**src/rtl/encoder_frame_ctrl_if.sv**
```systemverilog
// Source/encoder/symbol bundle between the frame controller and its neighbours.
// Master side drives start/length/abort, source bits and encoder outputs.
// Slave side (the controller) drives ready, encoder inputs and tagged symbols.
interface encoder_frame_ctrl_if #(
    parameter int MAX_LEN = 256
);
    localparam int LEN_W = $clog2(MAX_LEN + 1);

    logic             start_i;
    logic [LEN_W-1:0] frame_len_i;
    logic             abort_i;
    logic             src_valid_i;
    logic             src_data_i;
    logic             src_ready_o;
    logic             enc_enable_o;
    logic             enc_d_o;
    logic             enc_valid_i;
    logic [1:0]       enc_d_out_i;
    logic [1:0]       sym_o;
    logic             sym_valid_o;
    logic             sof_o;
    logic             eof_o;
    logic             busy_o;
    logic             done_o;
    logic             err_o;
    logic             aborted_o;

    modport master (
        output start_i, frame_len_i, abort_i, src_valid_i, src_data_i,
               enc_valid_i, enc_d_out_i,
        input  src_ready_o, enc_enable_o, enc_d_o, sym_o, sym_valid_o,
               sof_o, eof_o, busy_o, done_o, err_o, aborted_o
    );

    modport slave (
        input  start_i, frame_len_i, abort_i, src_valid_i, src_data_i,
               enc_valid_i, enc_d_out_i,
        output src_ready_o, enc_enable_o, enc_d_o, sym_o, sym_valid_o,
               sof_o, eof_o, busy_o, done_o, err_o, aborted_o
    );
endinterface

```
**src/rtl/encoder_frame_ctrl.sv**
```systemverilog
// Frame sequencer for the rate-1/2 K=3 encoder: feeds info bits, appends zero tail, tags sof/eof.
// Latency: source bit -> enc_enable_o/enc_d_o 1 cycle; sof/eof realigned to encoder output by ENC_LAT.
// Backpressure: src_ready_o high only in DATA; missing src_valid_i inserts a bubble (no enable).
module encoder_frame_ctrl #(
    parameter int MAX_LEN  = 256,
    parameter int TAIL_LEN = 2,
    parameter int ENC_LAT  = 1
) (
    input logic                clk,
    input logic                rst,
    encoder_frame_ctrl_if.slave bus
);
    localparam int LEN_W = $clog2(MAX_LEN + 1);
    localparam int TW    = $clog2(TAIL_LEN + 1);
    localparam int DW    = $clog2(ENC_LAT + 1);

    typedef enum logic [1:0] {IDLE, DATA, TAIL, DRAIN} state_t;

    state_t           state, state_nxt;
    logic [LEN_W-1:0] len_q, len_nxt;
    logic [LEN_W-1:0] cnt, cnt_nxt;
    logic [TW-1:0]    tail_cnt, tail_nxt;
    logic [DW-1:0]    drain_cnt, drain_nxt;
    logic             first_q, first_nxt;
    logic             aborted_q, aborted_nxt;
    logic             en_q, en_nxt;
    logic             d_q, d_nxt;
    logic             sof_q, sof_nxt;
    logic             eof_q, eof_nxt;
    logic             done_q, done_nxt;
    logic             err_q, err_nxt;
    logic             len_ok;
    logic [ENC_LAT-1:0] sof_pipe, eof_pipe;

    assign len_ok = (bus.frame_len_i != '0) && (bus.frame_len_i <= LEN_W'(MAX_LEN));

    // Next-state and next-output decode; every target defaults to hold or idle first.
    always_comb begin
        state_nxt   = state;
        len_nxt     = len_q;
        cnt_nxt     = cnt;
        tail_nxt    = tail_cnt;
        drain_nxt   = drain_cnt;
        first_nxt   = first_q;
        aborted_nxt = aborted_q;
        en_nxt      = 1'b0;
        d_nxt       = 1'b0;
        sof_nxt     = 1'b0;
        eof_nxt     = 1'b0;
        done_nxt    = 1'b0;
        err_nxt     = 1'b0;
        case (state)
            IDLE: begin
                if (bus.start_i) begin
                    if (len_ok) begin
                        len_nxt     = bus.frame_len_i;
                        cnt_nxt     = '0;
                        aborted_nxt = 1'b0;
                        first_nxt   = 1'b1;
                        state_nxt   = DATA;
                    end else begin
                        err_nxt = 1'b1;
                    end
                end
            end
            DATA: begin
                if (bus.abort_i) begin
                    // Abort wins over a same-cycle source bit, which is dropped.
                    aborted_nxt = 1'b1;
                    cnt_nxt     = '0;
                    tail_nxt    = '0;
                    state_nxt   = TAIL;
                end else if (bus.src_valid_i) begin
                    en_nxt    = 1'b1;
                    d_nxt     = bus.src_data_i;
                    sof_nxt   = first_q;
                    first_nxt = 1'b0;
                    if (cnt == len_q - LEN_W'(1)) begin
                        cnt_nxt   = '0;
                        tail_nxt  = '0;
                        state_nxt = TAIL;
                    end else begin
                        cnt_nxt = cnt + LEN_W'(1);
                    end
                end
            end
            TAIL: begin
                // A frame aborted before any data still gets its sof on the first tail bit.
                en_nxt    = 1'b1;
                sof_nxt   = first_q;
                first_nxt = 1'b0;
                if (tail_cnt == TW'(TAIL_LEN - 1)) begin
                    eof_nxt   = 1'b1;
                    drain_nxt = '0;
                    state_nxt = DRAIN;
                end else begin
                    tail_nxt = tail_cnt + TW'(1);
                end
            end
            DRAIN: begin
                if (drain_cnt == DW'(ENC_LAT - 1)) begin
                    done_nxt  = 1'b1;
                    state_nxt = IDLE;
                end else begin
                    drain_nxt = drain_cnt + DW'(1);
                end
            end
            default: state_nxt = IDLE;
        endcase
    end

    // State, counters and registered encoder/status outputs.
    always_ff @(posedge clk or negedge rst) begin
        if (!rst) begin
            state     <= IDLE;
            len_q     <= '0;
            cnt       <= '0;
            tail_cnt  <= '0;
            drain_cnt <= '0;
            first_q   <= 1'b0;
            aborted_q <= 1'b0;
            en_q      <= 1'b0;
            d_q       <= 1'b0;
            sof_q     <= 1'b0;
            eof_q     <= 1'b0;
            done_q    <= 1'b0;
            err_q     <= 1'b0;
        end else begin
            state     <= state_nxt;
            len_q     <= len_nxt;
            cnt       <= cnt_nxt;
            tail_cnt  <= tail_nxt;
            drain_cnt <= drain_nxt;
            first_q   <= first_nxt;
            aborted_q <= aborted_nxt;
            en_q      <= en_nxt;
            d_q       <= d_nxt;
            sof_q     <= sof_nxt;
            eof_q     <= eof_nxt;
            done_q    <= done_nxt;
            err_q     <= err_nxt;
        end
    end

    // Delay the frame markers by the encoder latency so they line up with its output.
    always_ff @(posedge clk or negedge rst) begin
        if (!rst) begin
            sof_pipe <= '0;
            eof_pipe <= '0;
        end else begin
            sof_pipe[0] <= sof_q;
            eof_pipe[0] <= eof_q;
            for (int i = 1; i < ENC_LAT; i++) begin
                sof_pipe[i] <= sof_pipe[i-1];
                eof_pipe[i] <= eof_pipe[i-1];
            end
        end
    end

    assign bus.src_ready_o  = (state == DATA);
    assign bus.busy_o       = (state != IDLE);
    assign bus.enc_enable_o = en_q;
    assign bus.enc_d_o      = d_q;
    assign bus.done_o       = done_q;
    assign bus.err_o        = err_q;
    assign bus.aborted_o    = aborted_q;
    assign bus.sym_o        = bus.enc_d_out_i;
    assign bus.sym_valid_o  = bus.enc_valid_i;
    assign bus.sof_o        = sof_pipe[ENC_LAT-1] & bus.enc_valid_i;
    assign bus.eof_o        = eof_pipe[ENC_LAT-1] & bus.enc_valid_i;
endmodule

```
**src/flat_wrapper.sv**
```systemverilog
// flat-port wrapper written by rule: the top's interface ports become plain ports
module encoder_frame_ctrl_flat 
#(
    parameter int MAX_LEN  = 256,
    parameter int TAIL_LEN = 2,
    parameter int ENC_LAT  = 1
)
  (clk, rst, bus_start_i, bus_frame_len_i, bus_abort_i, bus_src_valid_i, bus_src_data_i, bus_enc_valid_i, bus_enc_d_out_i, bus_src_ready_o, bus_enc_enable_o, bus_enc_d_o, bus_sym_o, bus_sym_valid_o, bus_sof_o, bus_eof_o, bus_busy_o, bus_done_o, bus_err_o, bus_aborted_o);
  encoder_frame_ctrl_if #(.MAX_LEN(MAX_LEN)) bus_i ();
  input logic clk;
  input logic rst;
  input wire logic [$bits(bus_i.start_i)-1:0] bus_start_i;
  input wire logic [$bits(bus_i.frame_len_i)-1:0] bus_frame_len_i;
  input wire logic [$bits(bus_i.abort_i)-1:0] bus_abort_i;
  input wire logic [$bits(bus_i.src_valid_i)-1:0] bus_src_valid_i;
  input wire logic [$bits(bus_i.src_data_i)-1:0] bus_src_data_i;
  input wire logic [$bits(bus_i.enc_valid_i)-1:0] bus_enc_valid_i;
  input wire logic [$bits(bus_i.enc_d_out_i)-1:0] bus_enc_d_out_i;
  output wire logic [$bits(bus_i.src_ready_o)-1:0] bus_src_ready_o;
  output wire logic [$bits(bus_i.enc_enable_o)-1:0] bus_enc_enable_o;
  output wire logic [$bits(bus_i.enc_d_o)-1:0] bus_enc_d_o;
  output wire logic [$bits(bus_i.sym_o)-1:0] bus_sym_o;
  output wire logic [$bits(bus_i.sym_valid_o)-1:0] bus_sym_valid_o;
  output wire logic [$bits(bus_i.sof_o)-1:0] bus_sof_o;
  output wire logic [$bits(bus_i.eof_o)-1:0] bus_eof_o;
  output wire logic [$bits(bus_i.busy_o)-1:0] bus_busy_o;
  output wire logic [$bits(bus_i.done_o)-1:0] bus_done_o;
  output wire logic [$bits(bus_i.err_o)-1:0] bus_err_o;
  output wire logic [$bits(bus_i.aborted_o)-1:0] bus_aborted_o;
  assign bus_i.start_i = bus_start_i;
  assign bus_i.frame_len_i = bus_frame_len_i;
  assign bus_i.abort_i = bus_abort_i;
  assign bus_i.src_valid_i = bus_src_valid_i;
  assign bus_i.src_data_i = bus_src_data_i;
  assign bus_i.enc_valid_i = bus_enc_valid_i;
  assign bus_i.enc_d_out_i = bus_enc_d_out_i;
  assign bus_src_ready_o = bus_i.src_ready_o;
  assign bus_enc_enable_o = bus_i.enc_enable_o;
  assign bus_enc_d_o = bus_i.enc_d_o;
  assign bus_sym_o = bus_i.sym_o;
  assign bus_sym_valid_o = bus_i.sym_valid_o;
  assign bus_sof_o = bus_i.sof_o;
  assign bus_eof_o = bus_i.eof_o;
  assign bus_busy_o = bus_i.busy_o;
  assign bus_done_o = bus_i.done_o;
  assign bus_err_o = bus_i.err_o;
  assign bus_aborted_o = bus_i.aborted_o;
  encoder_frame_ctrl #(.MAX_LEN(MAX_LEN), .TAIL_LEN(TAIL_LEN), .ENC_LAT(ENC_LAT)) u_core (.clk(clk), .rst(rst), .bus(bus_i));
endmodule
```
**config.mk**
```make
export PLATFORM = sky130hd
export DESIGN_NAME = encoder_frame_ctrl_flat
export DESIGN_NICKNAME = d
export VERILOG_FILES = /design/src/rtl/encoder_frame_ctrl_if.sv /design/src/rtl/encoder_frame_ctrl.sv /design/src/flat_wrapper.sv
export SDC_FILE = /design/constraint.sdc
export NUM_CORES = 1
export LEC_CHECK = 0
export ABC_CLOCK_PERIOD_IN_PS = 3700
export CAP_MARGIN = 5
export CELL_PAD_IN_SITES_DETAIL_PLACEMENT = 0
export CELL_PAD_IN_SITES_GLOBAL_PLACEMENT = 2
export CORE_UTILIZATION = 36
export CTS_CLUSTER_DIAMETER = 30
export DETAILED_ROUTE_END_ITERATION = 7
export PLACE_DENSITY = 0.88
export SLEW_MARGIN = 15
export SYNTH_ARGS = -nofsm -noshare
export SYNTH_HDL_FRONTEND = slang
export SYNTH_SLANG_ARGS = --single-unit
```
**constraint.sdc**
```tcl
create_clock -name clk -period 3.7 [get_ports clk]
set_clock_uncertainty 0.05 [all_clocks]
set_input_delay 0.925 -clock clk [delete_from_list [all_inputs] [get_ports clk]]
set_output_delay 0.925 -clock clk [all_outputs]
set_load 0.01 [all_outputs]
```
* After elaboration in Yosys (flattened, before gate mapping)
Index checks and enable logic that the tools add are counted.
** Operators by class
- Bitwise gates (word level) :: 2
- Magnitude comparators :: 1
- Multiplexer cells :: 47
- Reduce and logical (&&, ||, !) cells :: 15
- Add/subtract/negate cells :: 4
- Equal/unequal tests :: 15
** Operators with widths (number)
- two-way mux 9 bit :: 5
- two-way mux 1 bit :: 23
- two-way mux 2 bit :: 11
- one-hot mux 9 bit (2 select lines) :: 1
- != test 2 bit, second input constant :: 6
- AND reduction 4 bit :: 3
- adder 9 x 1 -> 9 bit, second input constant :: 1
- equality test 9 bit :: 1
- less-or-equal comparator 9 bit, second input constant :: 1
- nonzero test 9 bit :: 1
- subtractor 9 x 1 -> 9 bit, second input constant :: 1
- one-hot mux 1 bit (2 select lines) :: 4
- one-hot mux 2 bit (4 select lines) :: 1
- nonzero test 2 bit :: 4
- AND reduction 6 bit :: 1
- AND reduction 5 bit :: 1
- equality test 2 x 1 -> 1 bit, second input constant :: 2
- equality test 2 bit, second input constant :: 2
- != test 2 x 1 -> 1 bit, second input constant :: 2
- one-hot mux 2 bit (2 select lines) :: 1
- != test 3 x 2 -> 1 bit, second input constant :: 1
- != test 3 bit, second input constant :: 1
- one-hot mux 1 bit (3 select lines) :: 1
- AND reduction 3 bit :: 1
- 7 further kinds :: 8
** Word-level totals
- Input port bits :: 18
- Bits in registers :: 33

* Longest topological paths before layout
Gate-level depths: netlist of the first run.
- Depth after elaboration :: 6
- Depth in mapped cells :: 9
- Depth with buffers taken out :: 9

* Least setup slack after synthesis of the first run
No wires, ideal clock.
- Path type :: input-to-reg
- From :: in bus_frame_len_i[5]
- To :: reg u_core.cnt[3]
- Stages on the path :: 7
- Required time :: 3567 ps
- Arrival time :: 2502 ps
- Path slack :: 1066 ps
- Buffers on the path :: 0
- Cells stage by stage :: nor4_2 -> a21boi_1 -> nand3b_4 -> a221o_1 -> or3_1 -> or3_1 -> o21ai_0
** Between the ends
- Longest elaborated chain between the ends :: 4
** RTL lines
- start: declaration :: RTL line flat_wrapper.sv:13 : input wire logic [$bits(bus_i.frame_len_i)-1:0] bus_frame_len_i;
- less-or-equal comparator 9 bit / nonzero test 9 bit (equally long branches) :: RTL line encoder_frame_ctrl.sv:35 : assign len_ok = (bus.frame_len_i != '0) && (bus.frame_len_i <= LEN_W'(MAX_LEN));
- logical AND 1 bit (*) :: RTL line encoder_frame_ctrl.sv:35
- != test 2 x 1 -> 1 bit (no source line) (*)
- AND reduction 4 bit (no source line) (*)
- end signal: assignment :: RTL line encoder_frame_ctrl.sv:131 : cnt <= cnt_nxt;
- end: declaration :: RTL line encoder_frame_ctrl.sv:21 : logic [LEN_W-1:0] cnt, cnt_nxt;
Mark *: on every way between the ends. The rest lies on a longest branch, timed or not.
A chain may end at the register's enable or synchronous reset.

* Worst setup path after layout of the first run
Same ends and word-level chain as after synthesis.

==> metrics, run 1 <==
WS Path Type=primary input to flop; largest net degree at the start of global routing=33; Horiz. Die Dim=72.9 um; Max Cap Viol=0; Worst Hold Endpoint=u_core.eof_pipe; syn_area_per_cell=10.3 um^2; Final Hold Viols=0; sequential share of the synthesized area=44.2%; DR vias/cell=4.92; crit path capture type=flop; DRT Pass-1 Iters=4; Synth area leaders=dfrtp_1 (44%), mux2_2 (5.0%), ha_1 (4.8%), xnor2_1 (4.4%), nor2_1 (2.7%); Power Dens Cells=699 nW/um^2; Total Power=0.00156 W; layout cells sized above 1=12.2%; mux contribution to synthesized area=5.52%; post-route ant nets=0; static leakage=0.937 nW; port buffer count=25; worst-path cell chain=clkdlybuf4s50_1 -> nor4_2 -> a21boi_1 -> nand3b_4 -> a221o_1 -> or3_1 -> or3_1 -> o21ai_0; clk buf depth=2; # DRC=0; Worst Tran Pin Value=0.424 ns; Synth Warn #=0; initial antenna violation count=0; RSZ-0062 raised after global routing=false; crit path DAT=3.29 ns; vias in the first global route=1,240; hold path start=u_core.eof_q; placed cell areas=2120 um^2; FF-to-FF End=u_core.state[1]; routed vias=1,338; hold path depth=0; Final period util=84.6%; f_max=320 MHz; Area Overhead vs Synth=23.3%; CTS Buf Count=5; Critical path buffers and inverters=1; largest family of logic cells by synthesized area=simple AND/OR/NAND/NOR gates; R2R setup slack=1.11 ns; CP Launch Type=primary input; R2R depth=9; Synth area leader=dfrtp_1; diode count=0; Top delay family on crit path=simple AND/OR/NAND/NOR gates; XOR/XNOR Fraction of Synth Area=8.01%; Die ar.=5320 um^2; hpwl dp=2650 um; max_slew headroom=71.7%; first-pass GRT wire length=5800 um; WL per Instance=12.6 um; setup TNS=0 ns; post_cts resized=0; Critical Path Most Common Cell=or3_1; post-layout util=46.7%; Slew Viols, Final=0; grt ovf=0; minimum clock period=3.13 ns; predominant post-synthesis flop cell=dfrtp_1; Simple-Gate Fraction of Synth Area=23.1%; clock sink count=32; Iter 0 DRT Violations=61; Critical Path Fanout Max=12; final wirelength=3420 um; pre-CTS setup slack=0.252 ns; ys async rst share=100%; Root Driver=clkbuf_8; H-Tree Depth=2; Mapped Cells=176; share of the synthesized area in the top cell type=44.2%; CTS tree=done; Top Ports=30; Hold-fix buffers, CTS=0; Netlist cell types=46; worst flop-to-flop path startpoint=u_core.len_q[0]; final setup margin=0.571 ns; min-delay worst type=flop to flop; Worst path max stage delay=0.45 ns; core area=4790 um^2; Yosys reg bits=32; critical path required time=3.86 ns; fin area=2230 um^2; status=complete, no violations; Std-Cell Rows=25; Tot GR Track Use=14.5%; Crit path depth=8; chip height=72.9 um; postcts setup bufs=0; fin nets=229; Worst IR Drop VDD=0.324 mV; EDFF count, synth=0; Final setup viols=0; Critical Path Slowest Stage Cell=a221o_1; Post-Syn Area=1810 um^2; Post-Synth Adder-Cell Area=4.83%; initial core utilization=37.9%; Reg clk slew, reported paths=0.07 ns; Skew-Pair Late Insertion Delay=0.28 ns; fraction of the mapped netlist area in compound gates=10.3%; Syn Nets=201; gp weighted congestion=0.820
## worst register-to-register path, cell delays in order, from the launching register on
cell and delay [ns]:
dfrtp_1 0.42, inv_1 0.09, ha_1 0.19, nor3b_2 0.29, and3_1 0.21, o211ai_1 0.09
a211oi_2 0.38, a21oi_1 0.17, nor3b_2 0.23, mux2_2 0.35
## flip-flops by register name (all words and copies together) (netlist names)
signal and count:
u_core.len_q 9, u_core.eof_pipe 1, u_core.state 2, u_core.tail_cnt 2, u_core.first_q 1, u_core.bus.err_o 1, u_core.bus.done_o 1, u_core.sof_q 1
u_core.bus.enc_enable_o 1, u_core.bus.enc_d_o 1, u_core.sof_pipe 1, u_core.eof_q 1, u_core.cnt 9, u_core.bus.aborted_o 1
## cell usage in the layout (no fill, tap or decap), drive strengths merged, types with 6 or more instances in the layout
master,n
dfrtp,32
clkdlybuf4s50,25
nor2,13
nand2,12
inv,11
xnor2,9
o21ai,9
a21oi,8
mux2,8
ha,7
and2,6
## metrics by stage
step	std cells	hold WS, ns
floorplan	176	0.281
global placement	264	0.283
detailed placement	264	0.287
CTS	272	0.304
global route	272	0.331
finish	272	0.299
## logic make-up after synthesis
logic type	after synthesis
DFF	32
and+or+nand+nor	68
muxes	9
xor gates and xnor gates	15
buffers and inverters	16
adders and majority gates	7
AOI/OAI and AO/OA	29
## worst max path at each step
stage                                  start             to  slack [ns]
after floorplan           bus_frame_len_i[5]  u_core.cnt[3]        1.07
after global placement    bus_frame_len_i[5]  u_core.cnt[3]        0.32
after detailed placement  bus_frame_len_i[5]  u_core.cnt[3]        0.25
after CTS                 bus_frame_len_i[5]  u_core.cnt[3]        0.56
after global routing      bus_frame_len_i[5]  u_core.cnt[3]        0.42
final                     bus_frame_len_i[5]  u_core.cnt[3]        0.57
## synthesized netlist by cell type, drive strengths merged, types with 4 or more instances
master / number
and3: 4
nor4: 4
buf: 4
nor2: 13
xor2: 5
nor3: 5
mux2: 8
inv: 11
dfrtp: 32
xnor2: 9
nand2: 12
or3: 4
and2: 6
nand3: 4
ha: 7
o21ai: 9
a21oi: 8
## metal layers
layer  GRT usage (%)  vias up  wire length, um
met5               0        -                0
met4            6.75        0               63
met3            4.14        7              135
met2            22.4       26             1610
met1            18.9      632             1610
li1                -      673                -
## where the power goes
part | leakage [nW] | switching, W | internal (W)
Sequential | 0.418 | 0.000110 | 0.000460
Combinational | 0.464 | 0.000326 | 0.000335
Clock | 0.0541 | 0.000131 | 0.000199
Total | 0.937 | 0.000566 | 0.000994
## layout make-up
type                    instances  area, um^2
repair buffers                 26         258
fillers                       445        2550
inverters                      11        41.3
flip-flops and latches         32         801
multi-input cells             128         938
clock buffers                   5        68.8
well taps                      67        83.8
clock inverters                 3        42.5
(Power assumes the default switching activity.)
==> inputs of run 2 (changes only) <==
- ABC_CLOCK_PERIOD_IN_PS: 3700 -> 3100
- CORE_UTILIZATION: 36 -> 33
- PLACE_DENSITY: 0.88 -> 0.82
- clock period: 3.7 -> 3.1 ns (I/O delays scaled with it)
==> metrics, run 2 (synthesis gave the netlist of run 1 again) <==
first-pass GRT wire length=6220 um (was 5800 um); routed vias=1,336 (was 1,338); Top delay family on crit path=simple AND/OR/NAND/NOR gates (unchanged); R2R setup slack=0.48 ns (was 1.11 ns); post-layout util=43.4% (was 46.7%); Horiz. Die Dim=76.1 um (was 72.9 um); min-delay worst type=flop to flop (unchanged); status=complete, no violations (unchanged); Largest regs=u_core.cnt: 9 flops, u_core.len_q: 9 flops (unchanged); fin area=2260 um^2 (was 2230 um^2); CTS Buf Count=5 (unchanged); RSZ-0062 raised after global routing=false (unchanged); initial antenna violation count=0 (unchanged); Finished Layout Cells=278 (was 272); Critical Path Fanout Max=3 (was 12); initial core utilization=34.8% (was 37.9%); crit path DAT=2.96 ns (was 3.29 ns); Worst path max stage delay=0.43 ns (was 0.45 ns); Worst Tran Pin Value=0.399 ns (was 0.424 ns); crit path capture type=flop (unchanged); max_slew headroom=73.4% (was 71.7%); WL per Instance=12.9 um (was 12.6 um); worst-path cell chain=clkdlybuf4s50_1 -> nor4_2 -> a21boi_1 -> nand3b_4 -> a221o_1 -> or3_1 -> or3_1 -> o21ai_0 (unchanged); crit path launch=bus_frame_len_i[5] (unchanged); Worst IR Drop VDD=0.392 mV (was 0.324 mV); Critical Path Most Common Cell=or3_1 (unchanged); combined area of the multi-input logic cells=938 um^2 (unchanged); FF-to-FF End=u_core.state[1] (unchanged); commonest non-fill, non-tap cell in the layout=dfrtp_1 (unchanged); pre-CTS setup slack=-0.0330 ns (was 0.252 ns); Max Cap Viol=0 (unchanged); static leakage=0.951 nW (was 0.937 nW); Reg clk slew, reported paths=0.07 ns (about the same); Critical Path Slowest Stage Cell=clkdlybuf4s50_1 (was a221o_1); placed insts=270 (was 264); gp weighted congestion=0.826 (was 0.820); Critical path buffers and inverters=1 (unchanged); clk buf depth=2 (unchanged); CP Launch Type=primary input (unchanged); DR vias/cell=4.81 (was 4.92); Skew-Pair Late Insertion Delay=0.28 ns (about the same); port buffer count=25 (unchanged); worst flop-to-flop path startpoint=u_core.len_q[0] (unchanged); Hold-fix buffers, CTS=0 (unchanged); placed cell areas=2150 um^2 (was 2120 um^2); setup TNS=0 ns (unchanged); H-Tree Depth=2 (unchanged); R2R depth=9 (unchanged); # DRC=0 (unchanged); hpwl dp=2820 um (was 2650 um); layout cells sized above 1=13.5% (was 12.2%); final wirelength=3590 um (was 3420 um); Die ar.=5790 um^2 (was 5320 um^2); Setup crit end=u_core.cnt[3] (unchanged); Slew Viols, Final=0 (unchanged); WS Path Type=primary input to flop (unchanged); layout filler cell count=502 (was 445); CTS tree=done (unchanged); diode count=0 (unchanged); Area Overhead vs Synth=24.7% (was 23.3%); largest net degree at the start of global routing=33 (unchanged); f_max=357 MHz; post-route ant nets=0 (unchanged); Final setup viols=0 (unchanged); post_cts resized=0 (unchanged); Top Ports=30 (unchanged); grt ovf=0 (unchanged); Final period util=90.5%; Root Driver=clkbuf_8 (unchanged); Std-Cell Rows=26 (was 25); minimum clock period=2.80 ns; Crit path depth=8 (unchanged); DRT Pass-1 Iters=4 (unchanged); Tot GR Track Use=13.6% (was 14.5%); chip height=76.1 um (was 72.9 um); Final Hold Viols=0 (unchanged); Power Dens Cells=847 nW/um^2 (was 699 nW/um^2); vias in the first global route=1,388 (was 1,240); commonest cells after routing, fill and taps aside=dfrtp_1 (32), clkdlybuf4s50_1 (25), nor2_1 (13) (unchanged); fin nets=232 (was 229); critical path required time=3.26 ns (was 3.86 ns); postcts setup bufs=0 (unchanged); Reg area=801 um^2 (unchanged); final setup margin=0.296 ns (was 0.571 ns); Iter 0 DRT Violations=77 (was 61); clock sink count=32 (unchanged); core area=5200 um^2 (was 4790 um^2)
==> run 2: changes by cell type in the layout (fill, tap and decap cells not counted), sizes merged <==
cell,delta
buf,+3
==> run 2: how the worst min path moves through the flow <==
stage                            start               to  slack, ns  cells after the start
final                     u_core.sof_q  u_core.sof_pipe       0.30                      0
after global placement    u_core.eof_q  u_core.eof_pipe       0.28                      0
after floorplan           u_core.eof_q  u_core.eof_pipe       0.28                      0
after global routing      u_core.eof_q  u_core.eof_pipe       0.32                      0
after CTS                 u_core.sof_q  u_core.sof_pipe       0.30                      0
after detailed placement  u_core.sof_q  u_core.sof_pipe       0.28                      0
==> run 2: stage by stage <==
stage | power, W | hold WS, ns
after global placement | 0.00149 | 0.282
after floorplan | 0.00124 | 0.281
after global routing | 0.00206 | 0.320
after detailed placement | 0.00153 | 0.285
after CTS | 0.00193 | 0.301
final | 0.00191 | 0.300
==> run 2: where the power goes <==
group          total (W)  switching [W]  internal, W
clock network   0.000392       0.000154     0.000238
logic           0.000840       0.000411     0.000428
registers       0.000682       0.000133     0.000549
==> run 2: cell type report <==
cell class                      instances  share of cell area [%]
Timing Repair Buffer                   29                    12.4
Inverter                               11                    1.83
Tap cell                               70                    3.88
Clock buffer                            5                    3.05
Clock inverter                          3                    1.88
Multi-Input combinational cell        128                    41.5
Sequential cell                        32                    35.4
==> run 2: layer usage <==
metal / up-vias / track usage (%) / share of wire [%]
li1: 675 / - / -
met1: 632 / 16.3 / 47
met2: 20 / 22.5 / 48
met3: 9 / 3.59 / 2.8
met4: 0 / 6.54 / 2.0
met5: - / 0 / 0
